===== config.mk =====
export PLATFORM = sky130hd
export DESIGN_NAME = dma_step_counter_flat
export DESIGN_NICKNAME = d
export VERILOG_FILES = /design/src/rtl/dma_step_counter_pkg.sv /design/src/rtl/dma_step_counter_if.sv /design/src/rtl/dma_step_counter_step.sv /design/src/rtl/dma_step_counter.sv /design/src/flat_wrapper.sv
export SDC_FILE = /design/constraint.sdc
export NUM_CORES = 1
export LEC_CHECK = 0
export CAP_MARGIN = 10
export CELL_PAD_IN_SITES_DETAIL_PLACEMENT = 1
export CELL_PAD_IN_SITES_GLOBAL_PLACEMENT = 2
export CORE_UTILIZATION = 36
export CTS_CLUSTER_DIAMETER = 50
export DETAILED_ROUTE_END_ITERATION = 10
export HOLD_SLACK_MARGIN = 0.02
export PLACE_DENSITY_LB_ADDON = 0.1
export RECOVER_POWER = 50
export SKIP_CTS_REPAIR_TIMING = 1
export SLEW_MARGIN = 10
export SYNTH_ARGS = -nofsm -noshare
export SYNTH_HDL_FRONTEND = slang
export SYNTH_HIERARCHICAL = 1
export SYNTH_SLANG_ARGS = --single-unit

===== constraint.sdc =====
create_clock -name clk -period 7.02 [get_ports clk]
set_input_delay 2.106 -clock clk [delete_from_list [all_inputs] [get_ports clk]]
set_output_delay 2.106 -clock clk [all_outputs]
set_load 0.03 [all_outputs]

===== src/rtl/dma_step_counter_pkg.sv =====
// Shared types and encodings for the DMA step counter.
// Purely declarative; no latency or backpressure of its own.
package dma_cnt_pkg;

    typedef enum logic [1:0] {
        ST_IDLE  = 2'b00,
        ST_ARMED = 2'b01,
        ST_RUN   = 2'b10,
        ST_DONE  = 2'b11
    } state_t;

    typedef enum logic [1:0] {
        MODE_ONESHOT = 2'b00,
        MODE_RELOAD  = 2'b01,
        MODE_FREERUN = 2'b10
    } mode_t;

    localparam logic DIR_UP   = 1'b0;
    localparam logic DIR_DOWN = 1'b1;

    // The unused 2'b11 encoding behaves as one-shot.
    function automatic mode_t norm_mode(input logic [1:0] m);
        case (m)
            2'b01:   return MODE_RELOAD;
            2'b10:   return MODE_FREERUN;
            default: return MODE_ONESHOT;
        endcase
    endfunction

endpackage


===== src/rtl/dma_step_counter_if.sv =====
// Programming/control bundle between the DMA register file, transfer engine and step counter.
// master drives programming and strobes; slave is the counter returning status.
interface dma_step_counter_if #(
    parameter int W      = 16,
    parameter int STEP_W = 4
) ();
    logic              load;
    logic [W-1:0]      base_in;
    logic [W-1:0]      limit_in;
    logic [STEP_W-1:0] stride_in;
    logic              dir_in;
    logic [1:0]        mode_in;
    logic              start;
    logic              stop;
    logic              adv;
    logic [W-1:0]      cnt;
    logic              busy;
    logic              armed;
    logic              done;
    logic              tc;
    logic              load_err;

    modport master (
        output load, base_in, limit_in, stride_in, dir_in, mode_in, start, stop, adv,
        input  cnt, busy, armed, done, tc, load_err
    );

    modport slave (
        input  load, base_in, limit_in, stride_in, dir_in, mode_in, start, stop, adv,
        output cnt, busy, armed, done, tc, load_err
    );
endinterface


===== src/rtl/dma_step_counter_step.sv =====
// Next-value and terminal-condition datapath for one stride step.
// Combinational, zero latency; no backpressure.
module dma_cnt_step
    import dma_cnt_pkg::*;
#(
    parameter int W      = 16,
    parameter int STEP_W = 4
) (
    input  logic [W-1:0]      cnt,
    input  logic [STEP_W-1:0] stride,
    input  logic              dir,
    input  mode_t             mode,
    input  logic [W-1:0]      limit,
    output logic [W-1:0]      nxt,
    output logic              term
);
    logic [STEP_W-1:0] stride_eff;
    logic [W:0]        step_ext;
    logic [W:0]        sum;
    logic [W:0]        diff;

    // A zero stride would stall the counter forever, so it steps by one instead.
    assign stride_eff = (stride == '0) ? {{(STEP_W-1){1'b0}}, 1'b1} : stride;
    assign step_ext   = {{(W+1-STEP_W){1'b0}}, stride_eff};
    assign sum        = {1'b0, cnt} + step_ext;
    assign diff       = {1'b0, cnt} - step_ext;

    always_comb begin
        nxt  = sum[W-1:0];
        term = 1'b0;
        if (dir == DIR_UP) begin
            nxt  = sum[W-1:0];
            term = (mode == MODE_FREERUN) ? sum[W] : (sum >= {1'b0, limit});
        end else begin
            nxt  = diff[W-1:0];
            term = (mode == MODE_FREERUN) ? diff[W] : (diff[W] || (diff[W-1:0] <= limit));
        end
    end
endmodule


===== src/rtl/dma_step_counter.sv =====
// Programmable base/limit/stride address counter with one-shot, reload and free-run modes.
// One-cycle latency from adv to cnt; all outputs registered; adv accepted every cycle in RUN.
module dma_step_counter
    import dma_cnt_pkg::*;
#(
    parameter int W      = 16,
    parameter int STEP_W = 4
) (
    input  logic               clk,
    input  logic               rst_n,
    dma_step_counter_if.slave  bus
);
    state_t            state;
    logic [W-1:0]      cnt_q;
    logic [W-1:0]      base_q;
    logic [W-1:0]      limit_q;
    logic [STEP_W-1:0] stride_q;
    logic              dir_q;
    mode_t             mode_q;
    logic              busy_q, armed_q, done_q, tc_q, load_err_q;
    logic [W-1:0]      step_nxt;
    logic              step_term;

    dma_cnt_step #(.W(W), .STEP_W(STEP_W)) u_step (
        .cnt    (cnt_q),
        .stride (stride_q),
        .dir    (dir_q),
        .mode   (mode_q),
        .limit  (limit_q),
        .nxt    (step_nxt),
        .term   (step_term)
    );

    // Priority: stop > load > start > adv; a rejected load in RUN still consumes the cycle.
    always_ff @(posedge clk or negedge rst_n) begin
        if (!rst_n) begin
            state      <= ST_IDLE;
            cnt_q      <= '0;
            base_q     <= '0;
            limit_q    <= '0;
            stride_q   <= '0;
            dir_q      <= DIR_UP;
            mode_q     <= MODE_ONESHOT;
            busy_q     <= 1'b0;
            armed_q    <= 1'b0;
            done_q     <= 1'b0;
            tc_q       <= 1'b0;
            load_err_q <= 1'b0;
        end else begin
            tc_q       <= 1'b0;
            load_err_q <= 1'b0;
            if (bus.stop && state != ST_IDLE) begin
                state   <= ST_IDLE;
                busy_q  <= 1'b0;
                armed_q <= 1'b0;
                done_q  <= 1'b0;
            end else if (bus.load) begin
                if (state == ST_RUN) begin
                    load_err_q <= 1'b1;
                end else begin
                    base_q   <= bus.base_in;
                    limit_q  <= bus.limit_in;
                    stride_q <= bus.stride_in;
                    dir_q    <= bus.dir_in;
                    mode_q   <= norm_mode(bus.mode_in);
                    cnt_q    <= bus.base_in;
                    state    <= ST_ARMED;
                    armed_q  <= 1'b1;
                    done_q   <= 1'b0;
                    busy_q   <= 1'b0;
                end
            end else if (bus.start && state == ST_ARMED) begin
                state   <= ST_RUN;
                armed_q <= 1'b0;
                busy_q  <= 1'b1;
            end else if (bus.adv && state == ST_RUN) begin
                if (step_term) begin
                    tc_q <= 1'b1;
                    case (mode_q)
                        MODE_RELOAD:  cnt_q <= base_q;
                        MODE_FREERUN: cnt_q <= step_nxt;
                        default: begin
                            cnt_q  <= limit_q;
                            state  <= ST_DONE;
                            busy_q <= 1'b0;
                            done_q <= 1'b1;
                        end
                    endcase
                end else begin
                    cnt_q <= step_nxt;
                end
            end
        end
    end

    assign bus.cnt      = cnt_q;
    assign bus.busy     = busy_q;
    assign bus.armed    = armed_q;
    assign bus.done     = done_q;
    assign bus.tc       = tc_q;
    assign bus.load_err = load_err_q;
endmodule


===== src/flat_wrapper.sv =====
// flat-port wrapper written by rule: the top's interface ports become plain ports
module dma_step_counter_flat import dma_cnt_pkg::*;
#(
    parameter int W      = 16,
    parameter int STEP_W = 4
)
  (clk, rst_n, bus_load, bus_base_in, bus_limit_in, bus_stride_in, bus_dir_in, bus_mode_in, bus_start, bus_stop, bus_adv, bus_cnt, bus_busy, bus_armed, bus_done, bus_tc, bus_load_err);
  dma_step_counter_if #(.W(W), .STEP_W(STEP_W)) bus_i ();
  input  logic clk;
  input  logic rst_n;
  input wire logic [$bits(bus_i.load)-1:0] bus_load;
  input wire logic [$bits(bus_i.base_in)-1:0] bus_base_in;
  input wire logic [$bits(bus_i.limit_in)-1:0] bus_limit_in;
  input wire logic [$bits(bus_i.stride_in)-1:0] bus_stride_in;
  input wire logic [$bits(bus_i.dir_in)-1:0] bus_dir_in;
  input wire logic [$bits(bus_i.mode_in)-1:0] bus_mode_in;
  input wire logic [$bits(bus_i.start)-1:0] bus_start;
  input wire logic [$bits(bus_i.stop)-1:0] bus_stop;
  input wire logic [$bits(bus_i.adv)-1:0] bus_adv;
  output wire logic [$bits(bus_i.cnt)-1:0] bus_cnt;
  output wire logic [$bits(bus_i.busy)-1:0] bus_busy;
  output wire logic [$bits(bus_i.armed)-1:0] bus_armed;
  output wire logic [$bits(bus_i.done)-1:0] bus_done;
  output wire logic [$bits(bus_i.tc)-1:0] bus_tc;
  output wire logic [$bits(bus_i.load_err)-1:0] bus_load_err;
  assign bus_i.load = bus_load;
  assign bus_i.base_in = bus_base_in;
  assign bus_i.limit_in = bus_limit_in;
  assign bus_i.stride_in = bus_stride_in;
  assign bus_i.dir_in = bus_dir_in;
  assign bus_i.mode_in = bus_mode_in;
  assign bus_i.start = bus_start;
  assign bus_i.stop = bus_stop;
  assign bus_i.adv = bus_adv;
  assign bus_cnt = bus_i.cnt;
  assign bus_busy = bus_i.busy;
  assign bus_armed = bus_i.armed;
  assign bus_done = bus_i.done;
  assign bus_tc = bus_i.tc;
  assign bus_load_err = bus_i.load_err;
  dma_step_counter #(.W(W), .STEP_W(STEP_W)) u_core (.clk(clk), .rst_n(rst_n), .bus(bus_i));
endmodule

==> qor.csv, run 1 <==
stage,metric,value,unit
run_status,status,finished with violations,
run_status,failing checks,"max-capacitance violations, max-slew violations",
drt,Iteration-0 DRC Markers,177,
cells_and_area,diode count,0,
sta,Final Hold Vio Count,0,
setup_path,Crit Path Max Fanout,20,
sta,Max Freq,0.177,GHz
yosys,"flops & latches, synth",62,
setup_path,critical path launch point type,flop,
yosys,Post-synth EDFFs,0,
yosys,library cells used by synthesis,65,
sta,Slew headroom,-137,%
drt,Routed Wire Length,14700,microns
placement,Final GP Congestion,0.817,
cells_and_area,area of the multi-input gates,3090,sq um
drt,post-DR wirelength/cell,20.5,microns
floorplan,Die W,119,microns
yosys,Mapped Area,4920,sq um
power_and_ir_drop,Power Density,579,nW/um^2
sta,setup TNS,0,ns
yosys,Mapped Avg Cell Area,10.1,sq um
worst_hold_path,end of the worst hold path,u_core/base_q[5]$_DFFE_PN0P_,
cells_and_area,layout net count,629,
cts,Clock Tree Root,clkbuf_16,
drt,Detail Route Antenna Nets,0,
yosys,Ys Warns,6,
cells_and_area,FF+latch area,1550,sq um
floorplan,core area,13300,sq um
drt,Avg Vias per Cell,5.43,
worst_hold_path,Hold Path Depth,1,
global_routing,vias in the first global route,4031,
global_routing,antenna violations before repair,0,
cts,H-tree depth,3,
floorplan,Starting Density,37.0,%
sta,pins over their slew limit,105,
global_routing,total global routing overflow,0,
sta,RSZ-0062 raised after global routing,no,
setup_path,worst-path cell chain,inv_1 -> a31o_2 -> ha_1 -> inv_1 -> fa_1 -> a21oi_1 -> o21ai_2 -> or4_4 -> o41ai_2 -> o21ai_1 -> ha_1 -> nand4_1 -> nor4_1 -> a21boi_0 -> o31a_1 -> a221oi_1 -> a311o_1 -> buf_4 -> o21ai_1 -> buf_4 -> a221oi_1 -> o31ai_1,
floorplan,Die Y,119,microns
worst_hold_path,hold wc startpoint,u_core/base_q[5]$_DFFE_PN0P_,
yosys,Synth Flop Type,dfrtp_1,
setup_path,CP max stage cell,or4_4,
setup_path,R2R setup slack,1.36,ns
global_routing,Total GRT Usage,21.7,%
yosys,Cells after Synth,485,
cts,Clock Sink Count,62,
cts,CTS tree,done,
floorplan,# rows,42,
cells_and_area,layout cells sized above 1,15.8,%
worst_hold_path,Hold Path Class,reg -> reg,
setup_path,worst path arrival time,5.90,ns
setup_path,crit-path max cell delay,0.46,ns
setup_path,CP endpoint kind,flop,
cts,Longest Clk Path Bufs,2,
drt,Pre-antenna DRT Iters,4,
sta,final period utilization,80.7,%
floorplan,IO Pins,66,
placement,input/output buffers,65,
placement,DP Wirelength,11200,microns
setup_path,r2r worst-path depth,22,
setup_path,RR Endpoint,u_core/bus.cnt[1]$_DFFE_PN0P_,
sta,Tightest Pin Transition,3.56,ns
setup_path,Critical Path RT,7.26,ns
setup_path,reg-to-reg startpoint,u_core/stride_q[1]$_DFFE_PN0P_,
sta,Period minus WS final,5.66,ns
drt,vias,3913,
sta,Final Skew,0.00386,ns
flow_run,number of max-cap violations,2,
cells_and_area,Fillers,1472,
cells_and_area,area delta synth->final,21.2,%
drt,DRC viols,0,
yosys,asr flop ratio synth,100,%
floorplan,DIE AREA,14100,sq um
yosys,"Net Count, Synth",575,
power_and_ir_drop,Leakage,2.67,nW
setup_path,CP Class,reg -> reg,
global_routing,largest net degree at the start of global routing,63,
power_and_ir_drop,worst vdd ir,0.232,mV
cells_and_area,final core utilization,44.9,%
yosys,sequential share of the synthesized area,31.5,%
global_routing,first-pass GRT wire length,23300,microns
cts,clock latency on the worst-skew pair,0.34,ns
cts,Num CTS Buffers,9,
sta,final-report setup violation count,0,
cts,Clock transition at path regs,0.06,ns
-- per-layer routing --
metal  wire [microns]  up-vias  part of all wire (%)  GRT usage [%]
li1                 -     1873                     -              -
met1             7660     1971                    52           32.1
met2             6540       58                    44           32.7
met3              375       11                   2.5           3.11
met4              166        0                   1.1           6.17
met5                0        -                     0              0
-- metrics by stage --
stage | area, sq um | power, mW | hold slack, ns | cells | worst slack (ns)
2_1_floorplan | 4920 | 2.32 | 0.479 | 485 | 2.14
3_3_place_gp | 5670 | 2.95 | 0.495 | 704 | 1.75
3_5_place_dp | 5670 | 3.00 | 0.502 | 704 | 1.47
4_1_cts | 5970 | 3.48 | 0.518 | 720 | 1.43
5_1_grt | 5970 | 3.71 | 0.525 | 720 | 0.888
6_report | 5970 | 3.46 | 0.517 | 720 | 1.36
-- cells by family after synthesis --
kind of cell / after synthesis / share of synthesized area [%]
DFF: 62 / 31.5
buffers and inverters: 59 / 5.77
and+or+nand+nor: 127 / 14.4
AOI/OAI and AO/OA: 111 / 17.0
xor gates and xnor gates: 33 / 5.87
adders and majority gates: 45 / 11.7
muxes: 48 / 13.7
-- cell usage after synthesis, drive strengths merged (2+ instances only) --
master	count	share of area, %
a221o	2	0.41
o21ai	19	2.1
buf	17	2.5
or4	2	0.38
xnor2	20	3.6
xor2	13	2.3
nand2b	5	0.79
a21oi	15	1.6
clkbuf	12	0.94
a21o	3	0.46
o211ai	2	0.30
o21a	2	0.30
dfrtp	62	32
nor2	21	2.1
o31a	2	0.36
and4	4	0.71
ha	43	11
nand4	7	0.89
mux2	46	13
mux2i	2	0.41
nand2	35	2.7
a221oi	19	3.4
nor4	5	0.64
nand3	10	1.0
fa	2	0.81
o31ai	19	2.9
or2	2	0.25
nor3b	2	0.30
nor2b	23	3.1
a22o	15	2.7
a21boi	3	0.53
inv	30	2.3
and3	5	0.66
nor3	3	0.30
-- flip-flops by register name, summed over array words and instances (netlist names) --
name	count
u_core/base_q	16
u_core/bus.armed	1
u_core/bus.busy	1
u_core/bus.cnt	16
u_core/bus.done	1
u_core/bus.load_err	1
u_core/bus.tc	1
u_core/dir_q	1
u_core/limit_q	16
u_core/mode_q	2
u_core/state	2
u_core/stride_q	4
-- cells in the final DEF, fill, tap and decap left out, types with 13 or more instances in the layout --
cell type        count
dfrtp_1             62
clkdlybuf4s50_1     55
ha_1                43
mux2_4              36
nand2_1             34
inv_1               30
nor2b_1             21
xnor2_1             20
a221oi_1            19
o31ai_1             19
nor2_1              18
a22o_1              15
o21ai_0             15
a21oi_1             14
xor2_1              13
-- final cells by class --
class                   instances  area share, %
repair buffers                 72           11.6
inverters                      30           1.89
multi-input cells             364           51.8
clock inverters                 6           1.03
flip-flops and latches         62           26.0
clock buffers                  10           4.01
well taps                     176           3.69
-- worst max path at each step --
stage | from | end | slack (ns) | depth (start not counted)
6_report | u_core/stride_q[1]$_DFFE_PN0P_ | u_core/bus.cnt[1]$_DFFE_PN0P_ | 1.36 | 22
5_1_grt | u_core/stride_q[1]$_DFFE_PN0P_ | u_core/bus.cnt[1]$_DFFE_PN0P_ | 0.89 | 22
4_1_cts | u_core/stride_q[1]$_DFFE_PN0P_ | u_core/bus.cnt[1]$_DFFE_PN0P_ | 1.43 | 22
3_5_place_dp | u_core/stride_q[1]$_DFFE_PN0P_ | u_core/bus.cnt[1]$_DFFE_PN0P_ | 1.47 | 22
3_3_place_gp | u_core/stride_q[1]$_DFFE_PN0P_ | u_core/bus.cnt[2]$_DFFE_PN0P_ | 1.75 | 22
2_1_floorplan | u_core/stride_q[1]$_DFFE_PN0P_ | u_core/state[1]$_DFFE_PN0P_ | 2.14 | 21
-- power breakdown --
group	internal, mW	switching (mW)
clock network	0.283	0.173
logic	1.01	1.19
registers	0.529	0.277
total	1.82	1.64
-- worst max-delay path, delay by kind of cell, from the launching register on --
family                   cells  cell delay [ns]
buffers and inverters        4             0.71
AO/OA/AOI/OAI               12             2.52
flip-flops                   1             0.42
AND/OR/NAND/NOR              3             0.99
adder cells (fa/ha/maj)      3             0.91
(Power assumes the default switching activity.)
==> run 2, diff against run 1 <==
==> constraint.sdc (replaced) <==
create_clock -name clk -period 5.6 [get_ports clk]
set_input_delay 1.68 -clock clk [delete_from_list [all_inputs] [get_ports clk]]
set_output_delay 1.68 -clock clk [all_outputs]
set_load 0.03 [all_outputs]
==> qor.csv, run 2 (synthesis results as in run 1) <==
stage,metric,value,unit,change
worst_hold_path,hold wc startpoint,u_core/base_q[13]$_DFFE_PN0P_,,
setup_path,CP endpoint kind,flop,,
global_routing,vias in the first global route,4219,,+4.7%
drt,Pre-antenna DRT Iters,4,,unchanged
power_and_ir_drop,Comb power frac,64.7,%,+1.2 points
sta,RSZ-0062 raised after global routing,no,,
drt,post-DR wirelength/cell,20.8,microns,+1.5%
cells_and_area,"commonest non-fill, non-tap cell in the layout",dfrtp_1,,
setup_path,worst setup path start,u_core/stride_q[1]$_DFFE_PN0P_,,
cells_and_area,diode count,0,,unchanged
cells_and_area,layout net count,633,,+0.64%
floorplan,DIE AREA,14100,sq um,unchanged
setup_path,worst path arrival time,5.43,ns,-0.47 ns
power_and_ir_drop,worst vdd ir,0.229,mV,-1.3%
sta,Tightest Pin Transition,3.56,ns,-0.00424 ns
setup_path,r2r worst-path depth,22,,unchanged
sta,final-report setup violation count,0,,unchanged
drt,DRC viols,0,,unchanged
drt,routed wl met2,6530,microns,-0.11%
drt,Routed Wire Length,15000,microns,+1.9%
run_status,failing checks,"max-capacitance violations, max-slew violations",,
power_and_ir_drop,NetSw,2.09,mW,+27%
cts,H-tree depth,3,,unchanged
power_and_ir_drop,Power Density,733,nW/um^2,+27%
power_and_ir_drop,Leakage,2.68,nW,+0.66%
cts,Clock Sink Count,62,,unchanged
sta,Slew headroom,-137,%,+0.28 points
placement,Final GP Congestion,0.843,,+3.3%
setup_path,critical path launch point type,flop,,
setup_path,RR Endpoint,u_core/state[0]$_DFFE_PN0P_,,
global_routing,antenna violations before repair,0,,unchanged
drt,uppermost layer routed,met4,,
worst_hold_path,Hold Path Class,reg -> reg,,
cts,CTS tree,done,,
global_routing,Total GRT Usage,22.4,%,+0.68 points
drt,met1 WL,7760,microns,+1.2%
cts,Num CTS Buffers,9,,unchanged
setup_path,crit path to,u_core/state[0]$_DFFE_PN0P_,,
floorplan,Die W,119,microns,unchanged
cts,Longest Clk Path Bufs,2,,unchanged
cts,clock latency on the worst-skew pair,0.34,ns,about the same
sta,Period minus WS final,5.20,ns,-0.468 ns
floorplan,Starting Density,37.0,%,unchanged
setup_path,reg-to-reg startpoint,u_core/stride_q[1]$_DFFE_PN0P_,,
cells_and_area,most frequent cells in the layout,"dfrtp_1 (62), clkdlybuf4s50_1 (55), ha_1 (43)",,
drt,vias,4002,,+2.3%
sta,Final Skew,0.00604,ns,+0.00217 ns
cells_and_area,layout cells sized above 1,16.5,%,+0.64 points
setup_path,Critical Path RT,5.83,ns,-1.43 ns
sta,worst hold slack,0.515,ns,-0.00214 ns
run_status,status,finished with violations,,
sta,Max Freq,0.192,GHz,+9.0%
global_routing,total global routing overflow,0,,unchanged
setup_path,CP Class,reg -> reg,,
cells_and_area,final core utilization,45.1,%,+0.23 points
setup_path,R2R setup slack,0.40,ns,-0.95 ns
placement,DP Wirelength,11200,microns,+0.76%
placement,input/output buffers,65,,unchanged
power_and_ir_drop,sequential power share,22.6,%,-0.7 points
cells_and_area,Fillers,1512,,+2.7%
global_routing,first-pass GRT wire length,24000,microns,+3.0%
sta,pins over their slew limit,63,,-40%
power_and_ir_drop,clock network power share,12.8,%,-0.4 points
drt,WL met3,568,microns,+51%
cells_and_area,area delta synth->final,21.8,%,
drt,Detail Route Antenna Nets,0,,unchanged
drt,Avg Vias per Cell,5.54,,+1.9%
sta,setup TNS,0,ns,unchanged
setup_path,Crit Path Max Fanout,8,,-60%
floorplan,Die Y,119,microns,unchanged
power_and_ir_drop,Net Sw Frac,47.4,%,about the same
placement,Placed Cells,708,,+0.57%
sta,Final Hold Vio Count,0,,unchanged
drt,Iteration-0 DRC Markers,188,,+6.2%
power_and_ir_drop,design internal power,2.31,mW,+27%
floorplan,IO Pins,66,,unchanged
cts,Clock transition at path regs,0.06,ns,about the same
cts,Clock Tree Root,clkbuf_16,,
floorplan,# rows,42,,unchanged
sta,final period utilization,92.8,%,+12 points
floorplan,core area,13300,sq um,unchanged
cells_and_area,fin cells,723,,+0.42%
global_routing,largest net degree at the start of global routing,63,,unchanged
flow_run,number of max-cap violations,1,,-1
==> run 2: worst min path at each step <==
stage	endpoint	slack, ns	depth (start not counted)
after detailed placement	u_core/base_q[7]$_DFFE_PN0P_	0.50	1
final	u_core/base_q[13]$_DFFE_PN0P_	0.52	1
after floorplan	u_core/dir_q$_DFFE_PN0P_	0.48	1
after global placement	u_core/base_q[6]$_DFFE_PN0P_	0.49	1
after global routing	u_core/base_q[7]$_DFFE_PN0P_	0.52	1
after CTS	u_core/base_q[3]$_DFFE_PN0P_	0.52	1
==> run 2: worst max-delay path, stage by stage (launching register included) <==
cell	delay [ns]
dfrtp_1	0.42
inv_1	0.14
a31o_2	0.21
ha_1	0.18
inv_1	0.06
fa_1	0.41
a21oi_1	0.24
o21ai_2	0.13
or4_4	0.47
o41ai_2	0.20
o21ai_1	0.13
ha_1	0.32
a21oi_1	0.15
nand2_1	0.07
a221o_1	0.36
o31a_1	0.30
a221oi_1	0.21
a311o_1	0.25
buf_4	0.20
a41oi_1	0.13
a21oi_1	0.20
nor2_1	0.07
a221oi_1	0.24
==> run 2: area by class of cell <==
| cell class | count | area, sq um | share of cell area, % |
|---|---|---|---|
| sequential | 62 | 1550 | 25.9 |
| timing repair buffer | 76 | 724 | 12.1 |
| inverter | 30 | 113 | 1.88 |
| clock inverter | 4 | 47.5 | 0.793 |
| multi-input combinational | 364 | 3100 | 51.6 |
| clock buffer | 11 | 243 | 4.05 |
| tap | 176 | 220 | 3.67 |
==> run 2: power groups by stage <==
stage	Clock [mW]	Combinational (mW)	Sequential, mW
global route	0.593	3.13	1.03
finish	0.561	2.84	0.992
detailed placement	0	2.80	1.00
CTS	0.576	2.84	0.993
floorplan	0	1.94	0.961
global placement	0	2.75	0.989
==> run 2: per-stage QoR <==
stage               area (sq um)  worst slack [ns]  power [mW]
finish                      6000             0.405        4.40
global route                6000           0.00618        4.75
CTS                         5990             0.396        4.40
detailed placement          5700             0.437        3.80
global placement            5700             0.612        3.74
floorplan                   4920             0.717        2.90
==> run 2: routing by layer <==
layer	GRT usage, %	up-vias
met5	0	-
met1	32.7	2028
met3	3.40	11
li1	-	1881
met4	6.88	0
met2	33.8	82
